### config.mk
export PLATFORM = sky130hd
export DESIGN_NAME = integrate_dump
export DESIGN_NICKNAME = d
export VERILOG_FILES = /design/src/rtl/integrate_dump.sv
export SDC_FILE = /design/constraint.sdc
export NUM_CORES = 1
export LEC_CHECK = 0
export BUFFER_PORTS_ARGS = -buffer_cell sky130_fd_sc_hd__buf_2
export CAP_MARGIN = 20
export CORE_ASPECT_RATIO = 1.25
export CORE_MARGIN = 2
export CORE_UTILIZATION = 45
export CTS_CLUSTER_SIZE = 40
export DETAILED_ROUTE_END_ITERATION = 12
export SLEW_MARGIN = 15
export SYNTH_ARGS = -nofsm -noshare
export SYNTH_HDL_FRONTEND = slang
export SYNTH_SLANG_ARGS = --single-unit
### constraint.sdc
create_clock -name clk -period 3.7 [get_ports clk]
set_input_delay 0 -clock clk [delete_from_list [all_inputs] [get_ports clk]]
set_output_delay 0 -clock clk [all_outputs]
set_load 0.02 [all_outputs]
### src/rtl/integrate_dump.sv
// Integrate-and-dump for the BPSK receiver: sums N qualified 16.16 samples per
// symbol and emits a saturated sum, a hard bit decision and a one-cycle flag.
module integrate_dump #(
  parameter int SAMPLES_PER_SYM = 16,
  parameter int ACC_W           = 40
) (
  input  logic               clk,
  input  logic               reset,
  input  logic               flag_in,
  input  logic signed [31:0] din,
  input  logic               sym_start,
  output logic signed [31:0] dump_out,
  output logic               bit_out,
  output logic               flag_out,
  output logic               ovf
);

  localparam int CNT_W = $clog2(SAMPLES_PER_SYM);
  localparam logic [CNT_W-1:0] LAST_CNT = CNT_W'(SAMPLES_PER_SYM - 1);

  typedef enum logic {WAIT_SYNC, INTEGRATE} state_t;

  state_t                    state_q, state_d;
  logic signed [ACC_W-1:0]   acc_q, acc_d;
  logic        [CNT_W-1:0]   cnt_q, cnt_d;
  logic signed [31:0]        dump_q, dump_d;
  logic                      bit_q, bit_d;
  logic                      flag_q, flag_d;
  logic                      ovf_q, ovf_d;

  logic signed [ACC_W-1:0]   din_ext;
  logic signed [ACC_W-1:0]   sum;
  logic        [32:0]        sat_res;

  // Clamp to 32 bits; MSB of the result flags that clamping happened.
  function automatic logic [32:0] saturate32(input logic signed [ACC_W-1:0] v);
    logic [ACC_W-32:0] hi;
    hi = v[ACC_W-1:31];
    if ((&hi) || !(|hi))
      saturate32 = {1'b0, v[31:0]};
    else if (v[ACC_W-1])
      saturate32 = {1'b1, 32'h8000_0000};
    else
      saturate32 = {1'b1, 32'h7FFF_FFFF};
  endfunction

  assign din_ext = {{(ACC_W-32){din[31]}}, din};
  assign sum     = acc_q + din_ext;
  assign sat_res = saturate32(sum);

  always_comb begin
    state_d = state_q;
    acc_d   = acc_q;
    cnt_d   = cnt_q;
    dump_d  = dump_q;
    bit_d   = bit_q;
    flag_d  = 1'b0;
    ovf_d   = 1'b0;
    // Alignment pulse restarts the symbol from either state and beats a dump.
    if (sym_start) begin
      state_d = INTEGRATE;
      if (flag_in) begin
        acc_d = din_ext;
        cnt_d = CNT_W'(1);
      end else begin
        acc_d = '0;
        cnt_d = '0;
      end
    end else if (state_q == INTEGRATE && flag_in) begin
      if (cnt_q == LAST_CNT) begin
        dump_d = sat_res[31:0];
        ovf_d  = sat_res[32];
        bit_d  = ~sum[ACC_W-1];
        flag_d = 1'b1;
        acc_d  = '0;
        cnt_d  = '0;
      end else begin
        acc_d = sum;
        cnt_d = cnt_q + 1'b1;
      end
    end
  end

  always_ff @(negedge clk or negedge reset) begin
    if (!reset) begin
      state_q <= WAIT_SYNC;
      acc_q   <= '0;
      cnt_q   <= '0;
      dump_q  <= '0;
      bit_q   <= 1'b0;
      flag_q  <= 1'b0;
      ovf_q   <= 1'b0;
    end else begin
      state_q <= state_d;
      acc_q   <= acc_d;
      cnt_q   <= cnt_d;
      dump_q  <= dump_d;
      bit_q   <= bit_d;
      flag_q  <= flag_d;
      ovf_q   <= ovf_d;
    end
  end

  assign dump_out = dump_q;
  assign bit_out  = bit_q;
  assign flag_out = flag_q;
  assign ovf      = ovf_q;

endmodule

-- Word level (Yosys, flattened, before mapping)
Cells that the tools add are included.
- latch bits: 0
- word-level logic and storage cells: 35
- register bits: 80
- memory bits (read-only): 0
- memory bits (writable): 0
- memories kept: 0
- output and inout port bits: 35
- input port bits: 36
- divide/modulo/power cells: 0
- add/subtract/negate cells: 2
- magnitude comparators: 0
- equal/unequal tests: 1
- muxes and demuxes: 16
- bitwise gates (word level): 2
- multiply operators: 0
- reduce and logical (&&, ||, !) cells: 7
- shift operators: 0
- operators with widths (cell ; count):
    40-bit 2-to-1 mux ; 4
    40-bit by 32-bit adder with 40-bit output ; 1
    33-bit 2-to-1 mux ; 1
    32-bit 2-to-1 mux ; 1
    4-bit 2-to-1 mux ; 3
    9-bit AND reduction ; 1
    9-bit OR reduction ; 1
    1-bit 2-to-1 mux ; 7
    4-bit by 1-bit adder with 4-bit output (second input constant) ; 1
    4-bit equality test (second input constant) ; 1
    3-bit AND reduction ; 1
    1-bit inverter ; 2
    2-bit nonzero test ; 1
    1-bit logical AND ; 1
    1-bit logical NOT ; 1
    1-bit logical OR ; 1

-- Longest topological paths before layout
Gate-level depths: netlist (run 1).
- word-level depth: 8
- mapped depth: 14
- depth with buffers taken out: 12

==> metrics, run 1 <==
Met2 Wirelength=12.8 mm; syn_area_per_cell=8.47 um2; CP most frequent cell=buf_12; Slowest cell on crit path=fa_2; Clock Root Buffer=clkbuf_16; Setup crit start kind=primary input; CTS H-tree depth=3; Worst Setup SP=din[0]; final core occ=75.3%; Rel. slew slack=57.7%; Nets=1085; Hold WS=442 ps; Die Area=0.0149 mm2; synth top area cells=dfrtn_1 32%, ha_1 8.0%, nand2_1 5.4%, nor2_1 5.1%, a21oi_1 4.1%; dominant synthesized flop cell=dfrtn_1; Compound-Gate Fraction of Synth Area=31.0%; placed cells=1128; total track usage=30.4%; Detail Route Antenna Nets=0; Residual DRC=0; Setup TNS Final=-29970 ps; Synth Register Bits=80; cts bufs inserted=9; RSZ-0062 raised after global routing=yes; Post-synth EDFFs=0; Worst Max-Slew Pin Slew=635 ps; critical path class=primary input to register; DR iter-0 viols=481; crit-path max FO=6; sequential area share after synthesis=31.9%; worst path arrival time=2840 ps; Pins Over Slew Limit=0; leading area contributor after synthesis=dfrtn_1; failing checks=negative setup slack; std cell rows=48; Worst Path Required=2040 ps; drt first pass iters=6; number of I/O port buffers=70; vias in the first global route=6988; largest family of logic cells by synthesized area=compound AO/OA/AOI/OAI gates; Clk Latency, worst-skew pair=360 ps; Hold WC Path Type=register to register; routed len/inst=20.1 um; setup violators final=57; worst min-delay path startpoint=dump_out[0]$_DFFE_NN0P_; Synth Net Count=818; Worst-path clk slew=50 ps; buffer levels on the longest clock path=2; share of layout cells above drive strength 1=50.4%; Top Metal Used=met4; Die Wd=110 um; Antenna Cells=0; fraction of registers with async set/reset=100%; Max Cap Violations=0; first-pass GRT wire length=35.0 mm; adder-cell share of the synthesized area=8.30%; Synth top area share=31.9%; starting density of the core=45.8%; Hold Vio Cnt, Final=0; DIE HEIGHT=136 um; total number of vias=7088; VDD IR max=0.424 mV; CP cell instances=buf_8 -> ha_4 -> fa_2 -> a21oi_4 -> buf_6 -> o221ai_4 -> o2111ai_4 -> nand3_4 -> o21ai_4 -> xor2_1 -> nand2_1 -> nor4_4 -> or2_4 -> buf_12 -> buf_12 -> o211ai_1; largest net degree at the start of global routing=46; cells after synthesis=741; worst r2r src=acc_q[0]$_DFFE_NN0P_; DRT met1 WL=9.06 mm; I/O Pins=71; Vias/cell=5.97; GRT overflow=0; Worst setup EP type=register; Post-Synth XOR/XNOR Area=4.89%; Routed met3 length=1.03 mm; mapped cell area=0.00627 mm2; Synth Warn #=0; clock skew=6.75 ps; final worst slack=-797 ps; Clock Sink Count=80; Worst path max stage delay=380 ps; CTS tree=done; Leak=4.72 nW; dpl hpwl=16.2 mm; initial antenna violation count=0; mux cell area share after synthesis=0.319%; Non-Filler Instances=1188; Synth-to-Final Area Change=64.3%; Routed WL=23.9 mm; pwr dens=760 mW/mm2; post-synthesis simple-gate area fraction=18.9%; status=complete, but fails checks; Yosys cell types=62; Final GP Congestion=0.981; Core Footprint=0.0137 mm2
## cell families after synthesis
group / after synthesis
buffers and inverters: 61
xor gates and xnor gates: 35
and+or+nand+nor: 259
muxes: 2
DFF: 80
adders and majority gates: 41
AOI/OAI and AO/OA: 263
## layout make-up
cell class	count	area [um2]
sequential	80	2000
inverter	16	60.1
tap	175	219
multi-input combinational	600	5310
clock buffer	9	225
timing repair buffer	301	2410
fill	911	3380
clock inverter	7	85.1
## per-stage QoR
| stage | power [mW] | setup WS, ps | area, um2 |
|---|---|---|---|
| after floorplan | 3.45 | -744 | 6460 |
| after global placement | 5.21 | -1100 | 8250 |
| after detailed placement | 5.24 | -1200 | 8250 |
| after CTS | 6.75 | -658 | 9280 |
| after global routing | 8.22 | -905 | 10300 |
| final | 7.83 | -797 | 10300 |
## layout by cell type, fill, tap and decap left out, types with 11 or more instances in the layout
cell type	instances
o211ai_2	18
a221oi_2	18
a21o_1	12
buf_4	191
nor2_1	74
a21oi_2	15
buf_6	34
buf_2	62
a2bb2oi_1	28
dfrtn_1	80
o21ai_0	19
a21oi_1	33
ha_4	28
nand3_1	12
o211ai_1	17
inv_1	15
nand4_1	11
nand2_1	81
o21a_1	13
## Yosys cell counts (all sizes together) (10+ instances only)
| master | count |
|---|---|
| a21o | 12 |
| a21oi | 54 |
| a221oi | 27 |
| a2bb2oi | 28 |
| buf | 12 |
| clkbuf | 33 |
| dfrtn | 80 |
| ha | 40 |
| inv | 16 |
| nand2 | 90 |
| nand2b | 10 |
| nand3 | 17 |
| nand4 | 11 |
| nor2 | 85 |
| nor3 | 15 |
| o211ai | 36 |
| o21a | 13 |
| o21ai | 42 |
| xnor2 | 16 |
| xor2 | 19 |
## metal layers
metal  GRT usage [%]  up-vias
li1                -     3284
met3            4.94       85
met1            33.8     3475
met5               0        -
met4            12.2        0
met2            56.4      244
## worst max-delay path, delay by kind of cell
family,cells,cell delay [ps]
AND/OR/NAND/NOR,4,720
XOR/XNOR,1,250
AO/OA/AOI/OAI,5,830
adder cells (fa/ha/maj),2,540
buffers and inverters,4,480
## power breakdown
| part | leakage (nW) | switching, mW | internal (mW) | total (mW) |
|---|---|---|---|---|
| Sequential | 1.03 | 0.169 | 1.06 | 1.23 |
| Clock | 0.153 | 0.424 | 0.537 | 0.962 |
| Combinational | 3.53 | 2.81 | 2.83 | 5.64 |
## registers in the layout (all words and copies together), names as in the netlist
signal / count
dump_out: 32
bit_out: 1
acc_q: 40
ovf: 1
state_q: 1
cnt_q: 4
flag_out: 1
## timing repair
item,4_1_cts,5_1_grt
endpoints found under the hold margin,0,0
gates resized for setup,97,149
pin swaps,44,77
hold buffers,0,0
cloned,3,0
buffers inserted,17,36
endpoints found under the setup margin,60,63
## path summary, 6_finish.rpt
| check | to | slack [ps] | cells after the start |
|---|---|---|---|
| max reg2reg | dump_out[7]$_DFFE_NN0P_ | 390 | 15 |
| min in group asynchronous | dump_out[7]$_DFFE_NN0P_ | 1340 | 1 |
| max in group asynchronous | acc_q[28]$_DFFE_NN0P_ | 1710 | 2 |
| min reg2reg | dump_out[0]$_DFFE_NN0P_ | 440 | 2 |
| min | dump_out[0]$_DFFE_NN0P_ | 440 | 2 |
| max | dump_out[7]$_DFFE_NN0P_ | -800 | 16 |
Note: power is estimated with default switching activity, not from simulation.
==> run 2, diff against run 1 <==
--- a/config.mk
+++ b/config.mk
@@ -9,7 +9,7 @@
 export CAP_MARGIN = 20
 export CORE_ASPECT_RATIO = 1.25
 export CORE_MARGIN = 2
-export CORE_UTILIZATION = 45
+export CORE_UTILIZATION = 40
 export CTS_CLUSTER_SIZE = 40
 export DETAILED_ROUTE_END_ITERATION = 12
 export SLEW_MARGIN = 15
==> run 2 against run 1 <==
  * The run still ends with negative setup slack left
  * Highest routed layer unchanged
  * Clock power is 7.2% lower
  * Total power shrank 2.9%
  * Critical path type unchanged
  * Sequential share of layout area grew 0.38 points
  * Sequential power hardly changed
  * Utilization fell by 9.8 points
  * Via count increased by 0.24%
==> metrics, run 2 (synthesized netlist as in run 1, its figures left out) <==
Synth-to-Final Area Change=61.1%; power after layout=7.61 mW (-2.9%); I/O Pins=71 (unchanged); Residual DRC=0 (unchanged); share of layout cells above drive strength 1=49.2% (-1.2 points); final worst slack=-796 ps (+1.02 ps); status=complete, but fails checks; switching pwr=3.29 mW (-3.4%); CTS H-tree depth=3 (unchanged); CTS tree=done; internal power=4.32 mW (-2.6%); worst path arrival time=2850 ps (about the same); pre-CTS WS=-1220 ps (-24.7 ps); max FFs per register=40 (unchanged); clock share of power=11.7% (-0.6 points); Nets=1086 (+0.092%); Reg with most FFs=acc_q; CP bufs+invs=5 (+1); Routed WL=24.0 mm (+0.41%); pwr dens=752 mW/mm2 (-0.99%); Hold Vio Cnt, Final=0 (unchanged); total number of vias=7105 (+0.24%); DR iter-0 viols=404 (-16%); crit-path max FO=8 (+2); CP cell instances=buf_6 -> ha_4 -> fa_2 -> a21oi_2 -> o211ai_1 -> a211oi_2 -> buf_4 -> nor3_4 -> o2111a_1 -> a211oi_2 -> buf_4 -> nor4_2 -> nand4_1 -> buf_4 -> buf_8 -> o22ai_1 -> nand2b_1; Worst-path clk slew=50 ps (about the same); Core Footprint=0.0154 mm2 (+13%); DIE HEIGHT=144 um (+5.9%); Max Cap Violations=0 (unchanged); dpl hpwl=16.7 mm (+3.5%); Die Wd=116 um (+5.8%); Worst Max-Slew Pin Slew=764 ps (+129 ps); Worst path top cell family by delay=compound AO/OA/AOI/OAI gates; Combinational Power Share=72.2% (+0.2 points); commonest non-fill, non-tap cells in the layout=203 x buf_4, 80 x dfrtn_1, 79 x nand2_1; Clk Latency, worst-skew pair=360 ps (about the same); starting density of the core=40.6% (-5.2 points); critical path class=primary input to register; routed len/inst=19.6 um (-2.7%); clock skew=5.42 ps (-1.34 ps); Worst setup EP type=register; buffer levels on the longest clock path=2 (unchanged); Sw Ratio=43.3% (-0.21 points); failing checks=negative setup slack; drt first pass iters=6 (unchanged); Setup TNS Final=-30990 ps (-1020 ps); Post-CTS Hold Buffers=0 (unchanged); Die Area=0.0167 mm2 (+12%); initial antenna violation count=0 (unchanged); Slowest cell on crit path=fa_2; Pins Over Slew Limit=0 (unchanged); most common cell after layout, fill and taps aside=buf_4; GRT overflow=0 (unchanged); RSZ-0062 raised after global routing=yes; Vias/cell=5.80 (-2.9%); VDD IR max=0.336 mV (-21%); Rel. slew slack=49.1% (-8.6 points); Detail Route Antenna Nets=0 (unchanged); Setup crit start kind=primary input; Clock Root Buffer=clkbuf_16; vias in the first global route=7193 (+2.9%); CP most frequent cell=buf_4; first-pass GRT wire length=36.6 mm (+4.5%); Leak=4.64 nW (-1.8%); Antenna Cells=0 (unchanged); number of I/O port buffers=70 (unchanged); setup violators final=59 (+3.5%); Clock Sink Count=80 (unchanged); Final GP Congestion=0.949 (-3.3%); largest net degree at the start of global routing=46 (unchanged); Worst path max stage delay=360 ps (-20 ps); std cell rows=51 (+6.3%); Worst Path Required=2050 ps (about the same); Reg power frac=16.1% (+0.4 points); total track usage=28.3% (-2.0 points); cts bufs inserted=9 (unchanged); Hold WC Path Type=register to register; Fill cells=1249 (+37%)
==> run 2: what timing repair did <==
item	4_1_cts	5_1_grt
endpoints found under the hold margin	0	0
cloned	3	1
pin swaps	52	60
endpoints found under the setup margin	59	62
resized for setup	125	85
setup buffers	19	21
==> run 2: final timing paths <==
path,to,slack (ps),cells past startpoint,startpoint
min in group asynchronous,dump_out[7]$_DFFE_NN0P_,1350,1,reset
setup / recovery,dump_out[30]$_DFFE_NN0P_,-800,17,din[0]
max in group asynchronous,acc_q[5]$_DFFE_NN0P_,1690,2,reset
setup reg to reg,dump_out[30]$_DFFE_NN0P_,410,16,acc_q[0]$_DFFE_NN0P_
hold / removal,acc_q[2]$_DFFE_NN0P_,440,2,acc_q[2]$_DFFE_NN0P_
hold reg to reg,acc_q[2]$_DFFE_NN0P_,440,2,acc_q[2]$_DFFE_NN0P_
==> run 2: worst register-to-register path, cell delays in order (launching register included) <==
cell      delay, ps
dfrtn_1         370
ha_4            180
fa_2            360
a21oi_2         180
o211ai_1        170
a211oi_2        260
buf_4           160
nor3_4           50
o2111a_1        260
a211oi_2        230
buf_4           170
nor4_2           40
nand4_1         190
buf_4           170
buf_8           130
o22ai_1          70
nand2b_1        150
==> run 2: stage by stage <==
step | hold slack, ps | util, % | cell area, um2 | std cells
after global routing | 451 | 65.5 | 10100 | 1226
after CTS | 439 | 61.9 | 9560 | 1207
final | 437 | 65.5 | 10100 | 1226
after floorplan | 414 | - | 6460 | 741
after global placement | 411 | 54.0 | 8350 | 1171
after detailed placement | 435 | 54.0 | 8350 | 1171
==> run 2: power groups by stage <==
stage               Sequential (mW)  Combinational [mW]  Clock, mW
finish                         1.22                5.49      0.893
global route                   1.24                5.81      0.944
CTS                            1.21                4.88      0.906
detailed placement             1.19                4.15          0
global placement               1.18                4.11          0
floorplan                      1.16                2.30          0
==> run 2: routing by layer <==
metal	wire length [um]	up-vias	share of wire (%)	track usage [%]
met4	918	0	3.8	13.4
met5	0	-	0	0
met3	1050	54	4.4	3.86
met2	12700	209	53	51.3
li1	-	3294	-	-
met1	9300	3548	39	32.7
==> run 2: final cells by class <==
| type | count | area (um2) | share of cell area, % |
|---|---|---|---|
| Tap cell | 212 | 265 | 2.62 |
| Multi-Input combinational cell | 600 | 5170 | 51.1 |
| Timing Repair Buffer | 302 | 2330 | 23.1 |
| Clock buffer | 10 | 239 | 2.36 |
| Inverter | 16 | 60.1 | 0.594 |
| Clock inverter | 6 | 42.5 | 0.421 |
| Sequential cell | 80 | 2000 | 19.8 |
